## src/rtl/pe_conv_pkg.sv

```systemverilog
// Shared types and helpers for the conv MAC output gather buffer.
package pe_conv_pkg;

  typedef enum logic {
    FILL = 1'b0,
    FULL = 1'b1
  } conv_state_e;

  // Index width for a counter over n values, never narrower than one bit.
  function automatic int idx_w(input int n);
    return (n <= 1) ? 1 : $clog2(n);
  endfunction

endpackage

```

## src/rtl/pe_perf_counter.sv

```systemverilog
// Saturating event counter: increments once per enabled cycle and holds at all-ones.
// Synchronous active-high clear, no backpressure.
module pe_perf_counter #(
  parameter int pW = 32
) (
  input  logic          clk,
  input  logic          rst,
  input  logic          en_i,
  output logic [pW-1:0] cnt_o
);

  logic [pW-1:0] cnt_q, cnt_d;

  always_comb begin
    cnt_d = cnt_q;
    if (en_i && (cnt_q != '1)) begin
      cnt_d = cnt_q + pW'(1);
    end
  end

  always_ff @(posedge clk) begin
    if (rst) begin
      cnt_q <= '0;
    end else begin
      cnt_q <= cnt_d;
    end
  end

  assign cnt_o = cnt_q;

endmodule

```

## src/rtl/pe_conv_mac_buffer_ctrl.sv

```systemverilog
// Gather-buffer sequencer: out_valid rises the cycle after the final slice; mac_ready only drops in FULL while stalled.
// Optional stall/starve counters are built when PE_CONV_MAC_BUFFER_CTRL_PERF_EN is defined.
module pe_conv_mac_buffer_ctrl
  import pe_conv_pkg::*;
#(
  parameter int pOUT_CHANNEL     = 32,
  parameter int pOUTPUT_PARALLEL = 32,
  parameter int pNUM_PIXEL       = 1024,
  localparam int pGROUPS = pOUT_CHANNEL / pOUTPUT_PARALLEL,
  localparam int pIDX_W  = idx_w(pGROUPS),
  localparam int pPIX_W  = idx_w(pNUM_PIXEL)
) (
  input  logic              clk,
  input  logic              rst,
  input  logic              mac_valid,
  output logic              mac_ready,
  output logic              buf_wr_en,
  output logic [pIDX_W-1:0] buf_idx,
  output logic              out_valid,
  input  logic              out_ready,
  output logic              out_last,
  output logic              busy
`ifdef PE_CONV_MAC_BUFFER_CTRL_PERF_EN
  ,
  output logic [31:0]       stall_cnt,
  output logic [31:0]       starve_cnt
`endif
);

  localparam logic [pIDX_W-1:0] GRP_LAST = pIDX_W'(pGROUPS - 1);
  localparam logic [pIDX_W-1:0] GRP_ONE  = pIDX_W'(1);
  localparam logic [pPIX_W-1:0] PIX_LAST = pPIX_W'(pNUM_PIXEL - 1);
  localparam logic [pPIX_W-1:0] PIX_ONE  = pPIX_W'(1);

  conv_state_e       state_q, state_d;
  logic [pIDX_W-1:0] grp_cnt_q, grp_cnt_d;
  logic [pPIX_W-1:0] pix_cnt_q, pix_cnt_d;

  always_comb begin
    state_d   = state_q;
    grp_cnt_d = grp_cnt_q;
    pix_cnt_d = pix_cnt_q;
    mac_ready = 1'b1;
    out_valid = 1'b0;
    out_last  = 1'b0;
    unique case (state_q)
      FILL: begin
        if (mac_valid) begin
          if (grp_cnt_q == GRP_LAST) begin
            grp_cnt_d = '0;
            state_d   = FULL;
          end else begin
            grp_cnt_d = grp_cnt_q + GRP_ONE;
          end
        end
      end
      FULL: begin
        // The buffer is read at the handshake edge, so slice 0 of the next pixel may land on that same edge.
        mac_ready = out_ready;
        out_valid = 1'b1;
        out_last  = (pix_cnt_q == PIX_LAST);
        if (out_ready) begin
          pix_cnt_d = (pix_cnt_q == PIX_LAST) ? '0 : pix_cnt_q + PIX_ONE;
          if (mac_valid && (pGROUPS == 1)) begin
            state_d   = FULL;
            grp_cnt_d = '0;
          end else if (mac_valid) begin
            state_d   = FILL;
            grp_cnt_d = GRP_ONE;
          end else begin
            state_d   = FILL;
            grp_cnt_d = '0;
          end
        end
      end
      default: begin
        state_d = FILL;
      end
    endcase
  end

  always_ff @(posedge clk) begin
    if (rst) begin
      state_q   <= FILL;
      grp_cnt_q <= '0;
      pix_cnt_q <= '0;
    end else begin
      state_q   <= state_d;
      grp_cnt_q <= grp_cnt_d;
      pix_cnt_q <= pix_cnt_d;
    end
  end

  assign buf_wr_en = mac_valid & mac_ready;

  generate
    if (pGROUPS == 1) begin : g_single_group
      assign buf_idx = '0;
    end else begin : g_multi_group
      assign buf_idx = grp_cnt_q;
    end
  endgenerate

  assign busy = (grp_cnt_q != '0) | out_valid | (pix_cnt_q != '0);

`ifdef PE_CONV_MAC_BUFFER_CTRL_PERF_EN
  pe_perf_counter #(.pW(32)) u_stall_cnt (
    .clk   (clk),
    .rst   (rst),
    .en_i  (out_valid & ~out_ready),
    .cnt_o (stall_cnt)
  );

  pe_perf_counter #(.pW(32)) u_starve_cnt (
    .clk   (clk),
    .rst   (rst),
    .en_i  ((state_q == FILL) & ~mac_valid),
    .cnt_o (starve_cnt)
  );
`endif

endmodule

```

## config.mk

```make
export PLATFORM = sky130hd
export DESIGN_NAME = pe_conv_mac_buffer_ctrl
export DESIGN_NICKNAME = d
export VERILOG_FILES = /design/src/rtl/pe_conv_pkg.sv /design/src/rtl/pe_perf_counter.sv /design/src/rtl/pe_conv_mac_buffer_ctrl.sv
export SDC_FILE = /design/constraint.sdc
export NUM_CORES = 1
export LEC_CHECK = 0
export ABC_AREA = 1
export CAP_MARGIN = 20
export CORE_MARGIN = 5
export CORE_UTILIZATION = 35
export DETAILED_ROUTE_END_ITERATION = 16
export PLACE_DENSITY = 0.62
export SKIP_LAST_GASP = 1
export SLEW_MARGIN = 10
export SYNTH_ARGS = -nofsm -noshare
export SYNTH_HDL_FRONTEND = slang
export SYNTH_SLANG_ARGS = --single-unit
```

## constraint.sdc

```tcl
create_clock -name clk -period 2.4 [get_ports clk]
set_input_delay 0.36 -clock clk [delete_from_list [all_inputs] [get_ports clk]]
set_output_delay 0.36 -clock clk [all_outputs]
set_load 0.05 [all_outputs]
```

==> impl_metrics.json, run 1 <==
{
  "status": "complete, no violations",
  "numCtsBuffers": 3,
  "synth_area_leaders": "dfxtp_1 (33%), nand2_1 (14%), inv_1 (11%), nor2_1 (8.5%), nor2_4 (5.1%)",
  "avgViaCountPerCell": 4.60,
  "setup_viol": 0,
  "synth_area_um2": 666,
  "p_leak_nw": 0.344,
  "yosysWarnings": 0,
  "drt-total-wl_mm": 1.32,
  "final.setup.tns_ps": 0,
  "cts.sinks": 11,
  "die_area_um2": 2870,
  "core_um2": 1760,
  "synth_cells": 101,
  "die_x_um": 53.6,
  "io_buffers": 8,
  "hold_viol": 0,
  "antenna_found_initial": 0,
  "cpLargestDelayFamily": "buffers and inverters",
  "ys_top_cells_by_count": "nand2_1 (24), inv_1 (19), nor2_1 (15)",
  "ctsResizeCount": 0,
  "antenna_cells": 0,
  "cts_root_buffer": "clkbuf_4",
  "synth_fp_nets": 107,
  "synth_top_area_share_pct": 33.1,
  "drtIter0Drc": 21,
  "hold_buffers": 0,
  "drive_gt1_share_pct": 11.7,
  "grt_start_max_net_pins": 8,
  "crit_path_max_fanout": 3,
  "final-max-slew-violation-count": 0,
  "drt_first_pass_iters": 4,
  "use_met1_pct": 13.1,
  "ys_ff_latch": 11,
  "use_met3_pct": 3.32,
  "rsz0062_at_grt": "no",
  "wire_per_inst_um": 9.68,
  "arrival_ps": 1920,
  "synth_cell_types": 18,
  "dominantRegCellSynth": "dfxtp_1",
  "postCtsSetupBuffers": 0,
  "crit_required_ps": 2040,
  "grt_pass1_vias": 582,
  "crit_slowest_cell": "clkdlybuf4s50_1",
  "synth_edf_count": 0,
  "rows": 15,
  "grt_pass1_wl_mm": 2.44,
  "io_pins": 10,
  "grt-busiest-layer": "met2",
  "synth_top_area_cell": "dfxtp_1",
  "layout.nets": 118,
  "num_vias": 625,
  "slowest_delay_ps": 800,
  "post-route-util_pct": 44.3,
  "grt_util_met2_pct": 20.0,
  "ir_drop_uv": 182,
  "drc": 0,
  "finalCritPeriodShare_pct": 94.8,
  "start_util_pct": 37.7,
  "fin_crit_ps": 2280,
  "clk_pin_slew_worst_paths_ps": 70,
  "total_power_mw": 0.380,
  "gp_congestion": 0.735,
  "clock_path_buffers": 2,
  "synthToLayoutAreaGrowth_pct": 17.3,
  "ant_nets": 0,
  "grtUsageTotal_pct": 11.7,
  "hpwl_mm": 1.05,
  "maxCapViolCount": 0,
  "die_h_um": 53.6,
  "cts_tree": "built",
  "cp-start-kind": "flop",
  "avgSynthCellArea_um2": 6.59,
  "grt_remaining_overflow": 0,
  "htreeDepth": 1,
  "end_kind": "primary output",
  "synth.most_common_cell": "nand2_1",
  "insertion_delay_ps": 270,
  "crit_path_cell_trace": "inv_1, ha_1, nand2_1, nor3_1, nand3_1, clkdlybuf4s50_1",
  "max_freq_mhz": 439,
  "criticalPathCategory": "reg2out",
  "power.density_nw_per_um2": 486,
  "fin_skew_ps": 3.50,
  "path_buf_inv": 2,
  "async_flop_share_pct": 0,
  "hold_path_class": "reg2reg",
  "ys_seq_area_share_pct": 33.1
}
[area by class of cell]
cell class,instances,area (µm²)
Sequential cell,11,220
Fill cell,191,983
Tap cell,25,31.3
Timing Repair Buffer,8,72.6
Inverter,19,71.3
Clock buffer,4,26.3
Multi-Input combinational cell,69,359
[kinds of logic after synthesis]
family                     Yosys count  share of synthesized area [%]
buffers and inverters               21                           13.0
AOI/OAI and AO/OA                    7                           5.26
adders and majority gates            2                           3.76
and+or+nand+nor                     57                           41.7
DFF                                 11                           33.1
other                                1                          0.563
xor gates and xnor gates             2                           2.63
[layer usage]
layer  vias to the layer above  part of all wire, %
li1                        328                    -
met1                       285                   47
met2                        10                   48
met3                         2                  3.5
met4                         0                  1.3
met5                         -                    0
[registers in the layout, indices dropped and copies added (netlist names)]
register,count
pix_cnt_q,10
state_q,1
[worst register-to-register path: stages (launching register included)]
cell and delay (ps):
dfxtp_1 390, ha_1 200, inv_1 70, nor2_4 190, nand4_1 120, nand2_1 150, nor2_1 70
[worst paths after layout]
check	from	end	slack (ps)	depth (start not counted)
worst max-delay path	pix_cnt_q[0]	busy	120	6
worst min-delay path	pix_cnt_q[0]	pix_cnt_q[0]	540	2
worst max register to register	pix_cnt_q[1]	pix_cnt_q[9]	1110	6
worst min register to register	pix_cnt_q[0]	pix_cnt_q[0]	540	2
[stage by stage]
| stage | instance area [µm²] | instances | worst slack, ps | hold WS [ps] |
|---|---|---|---|---|
| 2_1_floorplan | 666 | 101 | 573 | 429 |
| 3_3_place_gp | 754 | 132 | 450 | 516 |
| 3_5_place_dp | 754 | 132 | 416 | 537 |
| 4_1_cts | 781 | 136 | 117 | 548 |
| 5_1_grt | 781 | 136 | 46.0 | 586 |
| 6_report | 781 | 136 | 124 | 544 |
[cell usage in the layout, fill, tap and decap left out, drive strengths merged]
master,n
nand2,25
inv,19
nor2,18
dfxtp,11
nand3,8
a21oi,5
clkdlybuf4s50,5
nand4,4
clkbuf,4
buf,3
o21ai,2
ha,2
nor4,1
nor3,1
xnor2,1
xor2,1
conb,1
[where the power goes]
group | internal, mW | leakage [nW] | switching [mW] | total, mW
Clock | 0.0644 | 0.0150 | 0.0694 | 0.134
Combinational | 0.0183 | 0.240 | 0.0383 | 0.0567
Sequential | 0.185 | 0.0892 | 0.00363 | 0.189
Note: power is estimated with default switching activity, not from simulation.
==> run 2, diff against run 1 <==
Clock period 2.4 ns to 2.21 ns, I/O delays scaled along.
==> run 2 against run 1 <==
First-iteration DRC count down 48%. Die area unchanged. Global-route usage down 0.058 points. Design area up 1.3%. Critical path type unchanged. Largest power group unchanged. Clock skew about the same.
==> impl_metrics.json, run 2 (synthesis results as in run 1) <==
{
  "status": "complete, no violations",
  "fin_crit_ps": 1830,
  "criticalPathCategory": "reg2out",
  "final-max-slew-violation-count": 0,
  "drt_first_pass_iters": 4,
  "start_util_pct": 37.7,
  "avgViaCountPerCell": 4.43,
  "largest-register": "pix_cnt_q",
  "p_leak_nw": 0.349,
  "end_kind": "primary output",
  "layout.nets": 118,
  "crit_required_ps": 1880,
  "power.density_nw_per_um2": 515,
  "crit_slowest_cell": "clkdlybuf4s50_1",
  "die_area_um2": 2870,
  "finalCritPeriodShare_pct": 82.7,
  "slowest_delay_ps": 830,
  "clock_path_buffers": 2,
  "cts_root_buffer": "clkbuf_4",
  "synthToLayoutAreaGrowth_pct": 18.8,
  "htreeDepth": 1,
  "clk_pin_slew_worst_paths_ps": 70,
  "arrival_ps": 1500,
  "cpLargestDelayFamily": "buffers and inverters",
  "drive_gt1_share_pct": 12.6,
  "grt_start_max_net_pins": 8,
  "io_buffers": 8,
  "hpwl_mm": 1.05,
  "cp-start-kind": "flop",
  "fillers": 207,
  "maxCapViolCount": 0,
  "reg_top3": "pix_cnt_q: 10 flops, state_q: 1 flops",
  "die_x_um": 53.6,
  "ant_nets": 0,
  "rsz0062_at_grt": "no",
  "num_vias": 603,
  "fin_skew_ps": 3.44,
  "ff2ff_setup_slack_ps": 940,
  "grtUsageTotal_pct": 11.7,
  "largest_reg_flops": 10,
  "numCtsBuffers": 3,
  "postCtsSetupBuffers": 0,
  "grt_remaining_overflow": 0,
  "max_freq_mhz": 547,
  "hold_viol": 0,
  "layout_commonest_cell": "nand2_1",
  "instances_no_fill": 136,
  "rows": 15,
  "grt_pass1_wl_mm": 2.38,
  "wire_per_inst_um": 9.71,
  "layout_common_cells": "nand2_1 (24), inv_1 (19), nor2_1 (15), dfxtp_1 (11)",
  "crit_path_max_fanout": 5,
  "cts_tree": "built",
  "antenna_found_initial": 0,
  "drt-total-wl_mm": 1.32,
  "crit_path_cell_trace": "clkdlybuf4s50_1",
  "insertion_delay_ps": 270,
  "setup_viol": 0,
  "core_um2": 1760,
  "antenna_cells": 0,
  "drtIter0Drc": 11,
  "cts.sinks": 11,
  "die_h_um": 53.6,
  "final.setup.tns_ps": 0,
  "drc": 0,
  "place_inst": 132,
  "gp_congestion": 0.767,
  "grt_pass1_vias": 560,
  "path_buf_inv": 1,
  "ir_drop_uv": 282,
  "hold_path_class": "reg2reg",
  "ctsResizeCount": 0,
  "io_pins": 10,
  "hold_buffers": 0
}
## run 2: final timing paths
| path | startpoint | end | cells after the start |
|---|---|---|---|
| setup reg to reg | pix_cnt_q[1] | pix_cnt_q[9] | 6 |
| hold / removal | pix_cnt_q[0] | pix_cnt_q[0] | 2 |
| setup / recovery | state_q | out_valid | 1 |
| hold reg to reg | pix_cnt_q[0] | pix_cnt_q[0] | 2 |
## run 2: per-layer routing
metal / vias to the layer above / global-route usage [%] / wire, µm
met4: 0 / 5.11 / 19
met3: 2 / 4.99 / 40
met5: - / 0 / 0
li1: 332 / - / -
met2: 5 / 16.9 / 624
met1: 264 / 14.9 / 636
## run 2: per-stage QoR
step           instance area, µm²  hold slack (ps)  setup slack, ps  util (%)  power, mW
6_report                      791              534              383      44.8      0.407
5_1_grt                       791              565              290      44.8      0.436
4_1_cts                       791              541              371      44.8      0.414
3_5_place_dp                  764              531              602      43.3      0.275
3_3_place_gp                  764              518              615      43.3      0.274
2_1_floorplan                 666              401              411         -      0.252
## run 2: area by class of cell
| class | count | area, µm² | share of cell area, % |
|---|---|---|---|
| clock buffer | 4 | 26.3 | 3.32 |
| inverter | 19 | 71.3 | 9.02 |
| multi-input combinational | 69 | 359 | 45.4 |
| sequential | 11 | 220 | 27.8 |
| tap | 25 | 31.3 | 3.96 |
| timing repair buffer | 8 | 82.6 | 10.4 |
## run 2: power breakdown
part	total (mW)	switching, mW	internal, mW
Clock	0.137	0.0676	0.0698
Combinational	0.0645	0.0424	0.0222
Sequential	0.205	0.00381	0.202
Total	0.407	0.114	0.293
